==> src/rtl/oddr_pair_feeder.sv <==
// -----------------------------------------------------------------------------
// oddr_pair_feeder
// Serializer that feeds a Gowin ODDR/ODDRC primitive. Parallel words arrive on
// a valid/ready handshake. Each word is presented two bits per clk on d0/d1,
// LSB first: pair k puts bit 2k on d0 and bit 2k+1 on d1. Traffic is held off
// for WARMUP cycles after reset so that the ODDR output has settled. A
// one-entry pending buffer lets consecutive words stream with no gap cycle.
//
// Ports:
//   clk       clock
//   rst       synchronous active-high reset
//   in_data   word to serialize (WIDTH bits, sent LSB first)
//   in_valid  in_data is valid
//   in_ready  a word can be accepted this cycle (combinational)
//   d0        to ODDR D0: even bit of the current pair (registered)
//   d1        to ODDR D1: odd bit of the current pair (registered)
//   active    d0/d1 carry word data this cycle (registered)
//   warm      warm-up window complete (registered)
// -----------------------------------------------------------------------------
module oddr_pair_feeder #(
   parameter int unsigned WIDTH      = 8,
   parameter int unsigned WARMUP     = 4,
   parameter logic        IDLE_LEVEL = 1'b1
) (
   input  logic             clk,
   input  logic             rst,
   input  logic [WIDTH-1:0] in_data,
   input  logic             in_valid,
   output logic             in_ready,
   output logic             d0,
   output logic             d1,
   output logic             active,
   output logic             warm
);

   localparam int unsigned PW  = $clog2(WIDTH / 2) + 1;
   // A zero-bit counter is not legal, so WARMUP=0 still gets one bit.
   localparam int unsigned WCW = (WARMUP > 0) ? $clog2(WARMUP + 1) : 1;

   localparam logic [PW-1:0]  PAIRS_INIT = PW'(WIDTH / 2 - 1);
   localparam logic [PW-1:0]  PAIRS_ONE  = PW'(1'b1);
   localparam logic [PW-1:0]  PAIRS_ZERO = {PW{1'b0}};
   localparam logic [WCW-1:0] WCNT_ONE   = WCW'(1'b1);
   // The edge that sees this count is the one that completes warm-up, so
   // warm rises after exactly WARMUP post-reset edges (or the first, if 0).
   localparam logic [WCW-1:0] WARM_LAST  = (WARMUP > 0) ? WCW'(WARMUP - 1) : {WCW{1'b0}};

   typedef enum logic [1:0] {
      ST_WARM  = 2'd0,
      ST_IDLE  = 2'd1,
      ST_SHIFT = 2'd2
   } state_t;

   state_t           r_state,      w_state;
   logic [WCW-1:0]   r_warm_cnt,   w_warm_cnt;
   logic [WIDTH-1:0] r_shreg,      w_shreg;
   logic [PW-1:0]    r_pairs,      w_pairs;
   logic             r_pend_valid, w_pend_valid;
   logic [WIDTH-1:0] r_pend_data,  w_pend_data;
   logic             r_d0,         w_d0;
   logic             r_d1,         w_d1;
   logic             r_active,     w_active;
   logic             r_warm,       w_warm;

   logic             w_ready;
   logic             w_hs;
   logic             w_load_en;
   logic [WIDTH-1:0] w_load_data;

   assign w_ready  = r_warm && !r_pend_valid;
   assign w_hs     = in_valid && w_ready;

   assign in_ready = w_ready;
   assign d0       = r_d0;
   assign d1       = r_d1;
   assign active   = r_active;
   assign warm     = r_warm;

   // Next-state and next-output logic for the warm-up / idle / shift FSM.
   always_comb begin
      w_state      = r_state;
      w_warm_cnt   = r_warm_cnt;
      w_shreg      = r_shreg;
      w_pairs      = r_pairs;
      w_pend_valid = r_pend_valid;
      w_pend_data  = r_pend_data;
      w_d0         = r_d0;
      w_d1         = r_d1;
      w_active     = r_active;
      w_warm       = r_warm;
      w_load_en    = 1'b0;
      w_load_data  = in_data;

      case (r_state)
         ST_WARM: begin
            if (r_warm_cnt >= WARM_LAST) begin
               w_warm  = 1'b1;
               w_state = ST_IDLE;
            end else begin
               w_warm_cnt = r_warm_cnt + WCNT_ONE;
            end
         end
         ST_IDLE: begin
            if (w_hs) begin
               w_load_en   = 1'b1;
               w_load_data = in_data;
            end else begin
               w_state = ST_IDLE;
            end
         end
         ST_SHIFT: begin
            if (r_pairs != PAIRS_ZERO) begin
               w_d0    = r_shreg[0];
               w_d1    = r_shreg[1];
               w_shreg = r_shreg >> 2'd2;
               w_pairs = r_pairs - PAIRS_ONE;
               if (w_hs) begin
                  w_pend_valid = 1'b1;
                  w_pend_data  = in_data;
               end else begin
                  w_pend_valid = r_pend_valid;
               end
            end else if (r_pend_valid) begin
               // Last pair is on the outputs: chain the buffered word.
               w_load_en    = 1'b1;
               w_load_data  = r_pend_data;
               w_pend_valid = 1'b0;
            end else if (w_hs) begin
               // Buffer empty but a word is offered: bypass the buffer.
               w_load_en   = 1'b1;
               w_load_data = in_data;
            end else begin
               w_d0     = IDLE_LEVEL;
               w_d1     = IDLE_LEVEL;
               w_active = 1'b0;
               w_state  = ST_IDLE;
            end
         end
         default: begin
            w_state = ST_WARM;
         end
      endcase

      // Common word load: first pair goes straight to the outputs.
      if (w_load_en) begin
         w_d0     = w_load_data[0];
         w_d1     = w_load_data[1];
         w_active = 1'b1;
         w_shreg  = w_load_data >> 2'd2;
         w_pairs  = PAIRS_INIT;
         w_state  = ST_SHIFT;
      end else begin
         w_active = w_active;
      end
   end

   // State and output registers with synchronous reset.
   always_ff @(posedge clk) begin
      if (rst) begin
         r_state      <= ST_WARM;
         r_warm_cnt   <= {WCW{1'b0}};
         r_shreg      <= {WIDTH{1'b0}};
         r_pairs      <= PAIRS_ZERO;
         r_pend_valid <= 1'b0;
         r_pend_data  <= {WIDTH{1'b0}};
         r_d0         <= IDLE_LEVEL;
         r_d1         <= IDLE_LEVEL;
         r_active     <= 1'b0;
         r_warm       <= 1'b0;
      end else begin
         r_state      <= w_state;
         r_warm_cnt   <= w_warm_cnt;
         r_shreg      <= w_shreg;
         r_pairs      <= w_pairs;
         r_pend_valid <= w_pend_valid;
         r_pend_data  <= w_pend_data;
         r_d0         <= w_d0;
         r_d1         <= w_d1;
         r_active     <= w_active;
         r_warm       <= w_warm;
      end
   end

endmodule
==> config.mk <==
export PLATFORM = sky130hd
export DESIGN_NAME = oddr_pair_feeder
export DESIGN_NICKNAME = d
export VERILOG_FILES = /design/src/rtl/oddr_pair_feeder.sv
export SDC_FILE = /design/constraint.sdc
export NUM_CORES = 1
export LEC_CHECK = 0
export CAP_MARGIN = 30
export CORE_ASPECT_RATIO = 1.5
export CORE_MARGIN = 2
export CORE_UTILIZATION = 43
export DETAILED_ROUTE_END_ITERATION = 10
export PLACE_DENSITY = 0.66
export SLEW_MARGIN = 10
export SYNTH_ARGS = -nofsm -noshare
export SYNTH_HDL_FRONTEND = slang
export SYNTH_SLANG_ARGS = --single-unit
==> constraint.sdc <==
create_clock -name clk -period 1.9 [get_ports clk]
set_clock_uncertainty 0.15 [all_clocks]
set_input_delay 0.19 -clock clk [delete_from_list [all_inputs] [get_ports clk]]
set_output_delay 0.19 -clock clk [all_outputs]
set_load 0.05 [all_outputs]
==> flow_results.org <==
** GRT
- Initial antenna violation count :: 0
- First-pass GRT wire length :: 4930 microns
- Global-route congestion overflow total :: 0
- Entering global routing, the biggest net connects 28 pins.
- The number of global-route vias before repair came to 1,188.
- Total routing usage reported by global routing :: 0.174

** STA
- Tcrit/Tclk final :: 0.959
- Final setup fails :: 0
- After layout, the worst setup slack is 0.0771 ns.
- After routing, the total negative slack on setup checks comes to 0 ns.
- Number of hold violations in the final report :: 0
- At the pin with the least slew margin, the transition time is 0.496 ns.
- Max Clock Freq :: 0.549 GHz
- Final Critical Period :: 1.82 ns
- Pins over their slew limit :: 0
- Worst slew margin relative to its limit :: 0.668

** Synthesis
- Yosys attributes the largest share of cell area to sky130_fd_sc_hd__dfxtp_1 (39%), sky130_fd_sc_hd__mux2i_1 (8.7%), sky130_fd_sc_hd__ha_1 (7.2%).
- Yosys mapped a number of flops with a built-in enable equal to 0.
- Fraction of post-synthesis cell area in the top cell type by area :: 0.390
- For this run, the leading register cell type out of synthesis is sky130_fd_sc_hd__dfxtp_1.
- The largest total area in the synthesized netlist belongs to sky130_fd_sc_hd__dfxtp_1.
- Fraction of the yosys area taken by sequential cells :: 0.390
- Avg Synthesized Cell Area :: 9.18 sq um
- Counting every instance in the synthesized netlist gives 151.
- Syn Std Cell Area :: 1390 sq um
- Number of register bits inferred by synthesis :: 27
- In the synthesized netlist the async set-or-reset flop fraction comes to 0.
- Syn. warnings :: 0
- The number of nets handed over by synthesis was 170.
- Count of cell types in the netlist :: 35

** Placement
- Number of buffers added on ports :: 15
- The HPWL after detailed placement is 2110 microns.
- GP Congestion :: 0.828
- At the placement stage, the worst setup path has a slack of -0.0519 ns.

** Finish
- Of the cells placed in the final design, the portion with a size suffix greater than 1 is 0.279.
- The layout has 285 filler cells.
- Nets :: 199
- Measured on the finished design, the core utilization comes to 0.581.
- Ant diodes :: 0
- Area growth from synthesis to layout :: 31.0%

** Drt
- Dividing the detail-routed wire length by the instance count gives 13.9 microns.
- In the routed design, unresolved DRC markers number 0.
- The detailed router placed 1,148 vias in this run.
- Post-detailed-route via-to-cell ratio :: 5.24
- Wirelength, routed :: 3050 microns
- The detailed router finished its first iteration with 18 violations.
- Antenna violation net count after detailed routing :: 0
- Pre-Repair DR Iteration Count :: 4

** Floorplanning
- Die Area :: 3700 sq um
- The core region is 3130 sq um.
- Die Y :: 73.5 microns
- Initial cell density of the core :: 0.443
- X dimension of the die :: 50.4 microns
- The floorplan has 25 rows.
- Count of boundary I/O pins :: 16

** Clock tree
- Buffers from clock root to sink, at most :: 2
- Clock tree from TritonCTS :: done
- Number of buffers created by CTS :: 3
- Clock latency reported for the late side of the worst-skew pair :: 0.27 ns
- CTS Root Buffer Type :: sky130_fd_sc_hd__clkbuf_8
- Clock-pin slew was measured on the worst setup and hold paths at 0.09 ns.
- H-tree levels :: 1
- Number of sinks handled by clock tree synthesis :: 27

** Setup path
- Along the worst path, the maximum fanout reaches 5.
- For this design, the slowest cell found on the critical path is sky130_fd_sc_hd__clkdlybuf4s50_1.
- Top Family by Delay on Critical Path :: buffers and inverters
- The worst setup path is of the flop to primary output kind.
- Critical path's largest stage delay :: 0.82 ns
- Data on the critical path is required at its endpoint by 1.56 ns.
- CP endpoint kind :: primary output
- Data arrival time of the critical path :: 1.48 ns
- Cell-by-cell listing of the critical path :: clkdlybuf4s50_1
- Critical Path Start Type :: flop
- Number of buffers and inverters on the critical path :: 1

** Power and ir drop
- Of the total power, registers draw 0.419.
- Power share of the combinational group :: 0.372
- Sw frac :: 0.319
- Leakage power :: 0.779 nW
- For this design the total switching power over the nets is 497 uW.
- Cell internal power was estimated by the tool at 1.06 mW.
- VDD sags by at most 480 uV.
- In this run the power density over the cells is 857 nW/um^2.
- Of the total power, the clock network draws 0.208.

** Status
- The run finished with clean final reports.

** Flow run
- Count of max-cap constraint violations :: 0

** Hold path
- Type of the most critical hold path :: flop to flop
sequential cells by signal, summed over array words and instances, names as in the netlist:
| signal | cells |
|---|---|
| r_pend_data | 8 |
| r_pairs | 3 |
| r_warm_cnt | 3 |
| r_pend_valid | 1 |
| r_shreg | 6 |
| d1 | 1 |
| d0 | 1 |
| warm | 1 |
| active | 1 |
| r_state | 2 |
tightest hold or removal path, delay by kind of cell, from the launching register on:
family,cells,cell delay (ns)
DFF,1,0.32
AOI/OAI and AO/OA,2,0.12
per-layer routing:
| metal | vias up | track usage | part of all wire |
|---|---|---|---|
| li1 | 578 | - | - |
| met4 | 0 | 0.0691 | 0.011 |
| met1 | 554 | 0.183 | 0.41 |
| met3 | 4 | 0.0244 | 0.016 |
| met5 | - | 0 | 0 |
| met2 | 12 | 0.338 | 0.57 |
placed cells by master, fill, tap and decap left out, types with 4 or more instances in the layout:
master | netlist | layout
sky130_fd_sc_hd__a21oi_1 | 11 | 11
sky130_fd_sc_hd__a311oi_1 | 4 | 4
sky130_fd_sc_hd__buf_4 | 0 | 18
sky130_fd_sc_hd__clkdlybuf4s50_1 | 0 | 14
sky130_fd_sc_hd__dfxtp_1 | 27 | 22
sky130_fd_sc_hd__dfxtp_2 | 0 | 4
sky130_fd_sc_hd__ha_1 | 8 | 4
sky130_fd_sc_hd__inv_1 | 9 | 6
sky130_fd_sc_hd__mux2_2 | 4 | 4
sky130_fd_sc_hd__mux2i_1 | 12 | 12
sky130_fd_sc_hd__nand2_1 | 9 | 9
sky130_fd_sc_hd__nand2b_1 | 4 | 4
sky130_fd_sc_hd__nand3_1 | 9 | 9
sky130_fd_sc_hd__nor2_1 | 16 | 16
power by group through the flow:
| stage | sequential, mW | combinational [mW] | clock, mW |
|---|---|---|---|
| after floorplan | 0.671 | 0.277 | 0 |
| after global routing | 0.656 | 0.633 | 0.349 |
| final | 0.653 | 0.580 | 0.324 |
| after detailed placement | 0.656 | 0.426 | 0 |
| after global placement | 0.652 | 0.413 | 0 |
| after CTS | 0.642 | 0.456 | 0.334 |
synth_stat cells (2+ instances only):
library cell	instances
sky130_fd_sc_hd__a211o_1	3
sky130_fd_sc_hd__a21oi_1	11
sky130_fd_sc_hd__a2bb2oi_1	2
sky130_fd_sc_hd__a311oi_1	4
sky130_fd_sc_hd__a31oi_1	2
sky130_fd_sc_hd__buf_2	2
sky130_fd_sc_hd__buf_6	2
sky130_fd_sc_hd__clkbuf_1	5
sky130_fd_sc_hd__dfxtp_1	27
sky130_fd_sc_hd__ha_1	8
sky130_fd_sc_hd__inv_1	9
sky130_fd_sc_hd__mux2_2	4
sky130_fd_sc_hd__mux2i_1	12
sky130_fd_sc_hd__nand2_1	9
sky130_fd_sc_hd__nand2b_1	4
sky130_fd_sc_hd__nand3_1	9
sky130_fd_sc_hd__nor2_1	16
sky130_fd_sc_hd__nor3_1	2
sky130_fd_sc_hd__or2_2	3
sky130_fd_sc_hd__xor2_1	2
final cells by class:
class                      count  area (sq um)  area share
sequential                    27           549       0.302
clock buffer                   4          45.0      0.0248
tap                           40          50.0      0.0275
multi-input combinational    105           841       0.463
inverter                       9          33.8      0.0186
timing repair buffer          34           298       0.164
repair_timing:
action | CTS | global route
pin swaps | 1 | 9
resized for setup | 4 | 21
buffers inserted | 1 | 6
hold buffers | 0 | 0
setup endpoints to repair | 8 | 9
cloned | 0 | 0
path summary, 6_finish.rpt:
check	slack, ns	endpoint	cells after the start	startpoint
worst max-delay path	0.08	warm	1	warm
worst min-delay path	0.33	active	2	active
worst max register to register	0.08	r_pairs[1]	7	r_pairs[1]
worst min register to register	0.33	active	2	active
per-stage QoR:
stage,total power [mW],cell area (sq um),hold slack (ns),cells
global placement,1.07,1620,0.312,208
finish,1.56,1820,0.329,219
floorplan,0.948,1390,0.184,151
CTS,1.43,1690,0.329,213
global route,1.64,1820,0.352,219
detailed placement,1.08,1620,0.317,208
cell families (layout without fill, tap and decap cells):
family | Yosys count | after routing | synth area share
XOR/XNOR | 3 | 3 | 0.0190
multiplexers | 16 | 16 | 0.119
flip-flops | 27 | 27 | 0.390
AND/OR/NAND/NOR | 50 | 50 | 0.184
buffers and inverters | 19 | 47 | 0.0641
AO/OA/AOI/OAI | 28 | 28 | 0.152
adder cells (fa/ha/maj) | 8 | 8 | 0.0722
Note: power is estimated with default switching activity, not from simulation.
